==> config.mk <==
export PLATFORM = sky130hd
export DESIGN_NAME = regfile_bist
export DESIGN_NICKNAME = d
export VERILOG_FILES = /design/src/rtl/regfile_bist.sv
export SDC_FILE = /design/constraint.sdc
export NUM_CORES = 2
export LEC_CHECK = 0
export BUFFER_PORTS_ARGS = -buffer_cell sky130_fd_sc_hd__buf_2
export CAP_MARGIN = 10
export CORE_AREA = 2 2 353 355
export CTS_CLUSTER_DIAMETER = 60
export DETAILED_ROUTE_END_ITERATION = 16
export DIE_AREA = 0 0 355 357
export MAX_ROUTING_LAYER = met4
export PLACE_DENSITY = 0.66
export SLEW_MARGIN = 10
export SYNTH_ARGS = -nofsm -noshare
export SYNTH_HDL_FRONTEND = slang
export SYNTH_SLANG_ARGS = --single-unit
==> constraint.sdc <==
create_clock -name Clk -period 5.8 [get_ports Clk]
set_clock_uncertainty 0.05 [all_clocks]
set_input_delay 0.29 -clock Clk [delete_from_list [all_inputs] [get_ports Clk]]
set_output_delay 0.29 -clock Clk [all_outputs]
set_load 0.1 [all_outputs]
==> src/rtl/regfile_bist.sv <==
// regfile_bist: parameterised 2R/1W register file with a built-in March-style self-test.
//
// Parameters
//   WIDTH    data width
//   AWIDTH   address width, DEPTH = 2**AWIDTH
//   ZERO_REG 1: register 0 reads 0 and drops writes
//   BYPASS   1: a same-cycle functional write is forwarded to a matching read port
//
// Ports
//   Clk, ResetN                   clock, async active-low reset (clears array and BIST state)
//   ReadRegister1/2 -> ReadData1/2 combinational read ports
//   WriteRegister, WriteData, RegWrite  functional write port (ignored while BistBusy)
//   BistStart                     start a self-test run (accepted in IDLE or DONE)
//   BistBusy, BistDone            run in progress / result valid
//   BistPass, BistFailAddr        result: no mismatch / first failing address

// One storage word. HARDZERO cells never load, so they hold their reset value of 0.
module regfile_cell #(
  parameter int WIDTH    = 32,
  parameter bit HARDZERO = 1'b0
)(
  input  logic             Clk,
  input  logic             ResetN,
  input  logic             we_i,
  input  logic [WIDTH-1:0] d_i,
  output logic [WIDTH-1:0] q_o
);
  logic [WIDTH-1:0] q_q;

  always_ff @(posedge Clk or negedge ResetN) begin
    if (!ResetN)                q_q <= '0;
    else if (we_i && !HARDZERO) q_q <= d_i;
  end

  assign q_o = q_q;
endmodule

module regfile_bist #(
  parameter int WIDTH    = 32,
  parameter int AWIDTH   = 5,
  parameter int ZERO_REG = 1,
  parameter int BYPASS   = 1
)(
  input  logic              Clk,
  input  logic              ResetN,
  input  logic [AWIDTH-1:0] ReadRegister1,
  input  logic [AWIDTH-1:0] ReadRegister2,
  output logic [WIDTH-1:0]  ReadData1,
  output logic [WIDTH-1:0]  ReadData2,
  input  logic [AWIDTH-1:0] WriteRegister,
  input  logic [WIDTH-1:0]  WriteData,
  input  logic              RegWrite,
  input  logic              BistStart,
  output logic              BistBusy,
  output logic              BistDone,
  output logic              BistPass,
  output logic [AWIDTH-1:0] BistFailAddr
);
  localparam int DEPTH = 2**AWIDTH;
  localparam logic [AWIDTH-1:0] LAST = AWIDTH'(DEPTH-1);

  typedef enum logic [2:0] {S_IDLE, S_W0, S_R0W1, S_R1W0, S_R0, S_DONE} state_t;

  state_t            state_q, state_d;
  logic [AWIDTH-1:0] addr_q, addr_d;
  logic              pass_q, pass_d;
  logic [AWIDTH-1:0] fail_q, fail_d;

  logic                        busy;
  logic                        bist_we;
  logic [WIDTH-1:0]            bist_wdata;
  logic [WIDTH-1:0]            bist_exp;
  logic                        bist_cmp;
  logic [WIDTH-1:0]            bist_raw;
  logic [DEPTH-1:0]            cell_we;
  logic [WIDTH-1:0]            cell_d;
  logic [DEPTH-1:0][WIDTH-1:0] cell_q;

  assign busy = (state_q == S_W0) || (state_q == S_R0W1) ||
                (state_q == S_R1W0) || (state_q == S_R0);

  // ---------------- storage array ----------------
  // The BIST engine owns the write port while busy; functional writes are dropped.
  assign cell_d = busy ? bist_wdata : WriteData;

  for (genvar i = 0; i < DEPTH; i++) begin : g_cell
    assign cell_we[i] = busy ? (bist_we && (addr_q == AWIDTH'(i)))
                             : (RegWrite && (WriteRegister == AWIDTH'(i)));
    regfile_cell #(
      .WIDTH   (WIDTH),
      .HARDZERO((ZERO_REG != 0) && (i == 0))
    ) u_cell (
      .Clk   (Clk),
      .ResetN(ResetN),
      .we_i  (cell_we[i]),
      .d_i   (cell_d),
      .q_o   (cell_q[i])
    );
  end

  // ---------------- read ports ----------------
  // A write to a hardwired zero register is not forwarded: it never lands.
  logic fwd_ok;
  assign fwd_ok = (BYPASS != 0) && RegWrite && !busy &&
                  !((ZERO_REG != 0) && (WriteRegister == '0));

  assign ReadData1 = (fwd_ok && (WriteRegister == ReadRegister1)) ? WriteData
                                                                  : cell_q[ReadRegister1];
  assign ReadData2 = (fwd_ok && (WriteRegister == ReadRegister2)) ? WriteData
                                                                  : cell_q[ReadRegister2];

  // BIST always compares against the raw array, never the forwarded value.
  assign bist_raw = cell_q[addr_q];

  // ---------------- BIST FSM ----------------
  always_ff @(posedge Clk or negedge ResetN) begin
    if (!ResetN) begin
      state_q <= S_IDLE;
      addr_q  <= '0;
      pass_q  <= 1'b0;
      fail_q  <= '0;
    end else begin
      state_q <= state_d;
      addr_q  <= addr_d;
      pass_q  <= pass_d;
      fail_q  <= fail_d;
    end
  end

  always_comb begin
    state_d    = state_q;
    addr_d     = addr_q;
    pass_d     = pass_q;
    fail_d     = fail_q;
    bist_we    = 1'b0;
    bist_wdata = '0;
    bist_exp   = '0;
    bist_cmp   = 1'b0;
    unique case (state_q)
      S_IDLE, S_DONE: begin
        if (BistStart) begin
          state_d = S_W0;
          addr_d  = '0;
          pass_d  = 1'b1;
          fail_d  = '0;
        end
      end
      S_W0: begin
        bist_we = 1'b1;
        if (addr_q == LAST) begin
          state_d = S_R0W1;
          addr_d  = '0;
        end else addr_d = addr_q + 1'b1;
      end
      S_R0W1: begin
        bist_cmp   = 1'b1;
        bist_we    = 1'b1;
        bist_wdata = '1;
        if (addr_q == LAST) begin
          state_d = S_R1W0;
          addr_d  = LAST;
        end else addr_d = addr_q + 1'b1;
      end
      S_R1W0: begin
        bist_cmp = 1'b1;
        bist_we  = 1'b1;
        // A hardwired zero register cannot hold the ones pattern.
        bist_exp = ((ZERO_REG != 0) && (addr_q == '0)) ? '0 : '1;
        if (addr_q == '0) begin
          state_d = S_R0;
          addr_d  = '0;
        end else addr_d = addr_q - 1'b1;
      end
      S_R0: begin
        bist_cmp = 1'b1;
        if (addr_q == LAST) state_d = S_DONE;
        else                addr_d  = addr_q + 1'b1;
      end
      default: state_d = S_IDLE;
    endcase
    // pass_q still high means no mismatch yet, so only the first one is latched.
    if (bist_cmp && (bist_raw != bist_exp) && pass_q) begin
      pass_d = 1'b0;
      fail_d = addr_q;
    end
  end

  assign BistBusy     = busy;
  assign BistDone     = (state_q == S_DONE);
  assign BistPass     = pass_q;
  assign BistFailAddr = fail_q;
endmodule

==> reports/qor.yml <==
outcome: "complete, no violations"
ctsRootBufferMaster: "clkbuf_16"
rsz0062_at_grt: "no"
r2r_cells: 12
synthMuxAreaShare_pct: 32.1
drv_slew: 0
postCtsSetupBuffers: 0
cts.htree.levels: 3
layout_common_cells: "nor2_1 (1051), a21oi_1 (1013), dfrtp_1 (1001)"
dp_slack_ns: 1.41
nets: 5313
required_ns: 6.35
synthTopCellsByArea: "dfrtp_1 (41%), mux4_2 (26%), a21oi_1 (8.6%), nor2_1 (6.5%), mux2i_1 (3.9%)"
syn_inst: 5459
fin_crit_ns: 4.58
finalWirelength_um: 223000
synth_area_per_cell_um2: 11.2
synth_edf_count: 0
path_buf_inv: 3
drive_gt1_share_pct: 26.1
holdPathEnd: "g_cell[30].u_cell.q_o[17]"
ir_drop_v: 0.000553
dr.pass1.iters: 6
gp_congestion: 0.926
crit_path_end_kind: "register"
routedWlPerCell_um: 31.9
synth_top_family_by_area: "multiplexers"
crit_top_cell: "buf_4"
dp.cells: 6772
cp_top_family: "compound AO/OA/AOI/OAI gates"
cp_slowest_stage_delay_ns: 0.86
yosys.area.top_type: "dfrtp_1"
min_from: "WriteData[17]"
ant_nets: 0
cap_violations: 0
critPathArrivalTime_ns: 5.13
cts_buffers: 115
clkSinkCount: 1006
start_util_pct: 49.6
yosys_register_bits: 1006
startpoint: "addr_q[1]"
vias: 49075
post-dp-hpwl_um: 129000
r2r_end: "BistFailAddr[0]"
track_usage_pct: 36.3
cp_slowest_cell: "dfrtp_4"
core_mm2: 0.123
die_area_mm2: 0.127
slew_headroom_pct: 12.6
synth-main-ff-cell: "dfrtp_1"
power_density_mw_per_mm2: 656
drtIter0Drc: 6897
drc: 0
setup_viol: 0
finalSetupTns_ns: 0
ys_warn_count: 32
synth_cell_type_count: 71
timing.fmax_mhz: 218
layout_commonest_cell: "nor2_1"
worstSetupPathType: "reg -> reg"
critical_path_depth: 12
antenna_found_initial: 4
setup_ws_ns: 1.22
via_per_inst: 7.02
hold_viol_final: 0
regToRegSetupSlack_ns: 1.22
clk_path_buf_depth: 3
synth_fa_ha_area_share_pct: 0.164
synth_nets: 5518
hp-class: "in -> reg"
grt_overflow_total: 0
crit_chain: "buf_12, buf_4, buf_4, mux4_2, a22o_1, nor4_1, a31oi_1, a22oi_1, nand4_1, a2111oi_4, a31oi_4, mux2i_1"
synth_top_area_share_pct: 41.3
tightest_slew_ns: 1.31
cts_tree: "yes"
rows: 129
final.period_utilization_pct: 79.0
clkTransAtPathRegs_ns: 0.06
synth-simple-area-share_pct: 8.53
synth_seq_area_share_pct: 41.3
syn_area_mm2: 0.0610
ys_async_sr_fraction_pct: 100
finalPower_mw: 44.3
synth_compound_area_share_pct: 13.5
layout-area-overhead-vs-synth_pct: 10.7
pin_count: 123
final_cells: 6995
grt_pass1_wl_um: 326000
grt_pass1_vias: 46988
die_x_um: 355
yosys.area_share.xor_xnor_pct: 0.187
min_path_cells: 4
cp_max_fo: 43
die_h_um: 357
clk_latency_ns: 0.75
portBuffers: 122
worstReg2RegStart: "addr_q[1]"
power.leakage_nw: 27.3
grt_max_degree: 183
start_kind: "register"
-- metrics by stage --
step           util (%)  cell area, um^2  hold slack, ns
6_report           54.9            67500          0.0745
5_1_grt            54.9            67500           0.101
4_1_cts            54.9            67500          0.0439
3_5_place_dp       51.4            63300           0.327
3_3_place_gp       51.4            63300           0.328
2_1_floorplan         -            61000         -0.0556
-- synthesized netlist by cell type, types with 10 or more instances --
cell type  number
o2bb2ai_1      10
nand2_1       121
nor2b_1        19
o21ai_1        16
buf_4          23
inv_1          10
a221oi_1       30
nor2_1       1053
nand3_1        16
a22o_1         81
o221ai_1       18
buf_6          13
mux2_2        115
o21ai_0        90
dfrtp_1      1006
buf_1         105
nor3_1         37
a21oi_1      1045
mux2i_1       235
clkbuf_1      437
o22ai_1        57
buf_2          28
mux4_2        708
a22oi_1        22
-- routing by layer --
metal	vias up	part of all wire (%)	track usage, %	wire length [um]
li1	20080	-	-	-
met1	24732	38	50.3	84500
met2	3603	43	50.1	96400
met3	660	14	9.82	31200
met4	0	4.9	16.2	11000
met5	-	0	-	0
-- layout make-up --
cell class	count	area, um^2
inverter	11	41.3
antenna	3	7.51
timing repair buffer	284	2220
multi-input combinational	3836	33800
fill	10369	55500
clock buffer	154	3290
tap	1637	2050
sequential	1006	25200
clock inverter	64	897
-- power by group --
group	leakage [nW]	internal [mW]	switching, mW
logic	12.8	9.22	12.9
clock network	2.02	4.81	3.28
registers	12.4	10.4	3.60
-- state kept, by name (all words and copies together), names as in the netlist --
register / cells
state_q: 3
g_cell.u_cell.q_o: 992
BistPass: 1
addr_q: 5
BistFailAddr: 5
-- cells by family after synthesis --
family,Yosys count
adder cells (fa/ha/maj),8
AND/OR/NAND/NOR,1305
XOR/XNOR,13
multiplexers,1058
buffers and inverters,617
flip-flops,1006
AO/OA/AOI/OAI,1452
-- how the worst max path moves through the flow --
stage	to	slack, ns
after detailed placement	BistFailAddr[1]	1.41
after CTS	ReadData2[0]	1.31
after global placement	BistFailAddr[0]	1.47
final	BistFailAddr[0]	1.22
after global routing	ReadData1[7]	1.12
after floorplan	ReadData1[10]	1.15
-- worst register-to-register path: cells and delay by family (launching register included) --
kind / cells / cell delay (ns)
buffers and inverters: 3 / 1.14
AOI/OAI and AO/OA: 5 / 1.33
and+or+nand+nor: 2 / 0.46
muxes: 2 / 0.61
DFF: 1 / 0.86
-- what timing repair did --
item / CTS / global route
hold buffers: 2 / 0
hold endpoints to repair: 82 / 0
gates resized for setup: 0 / 0
Power figures use the tool's default switching activity.
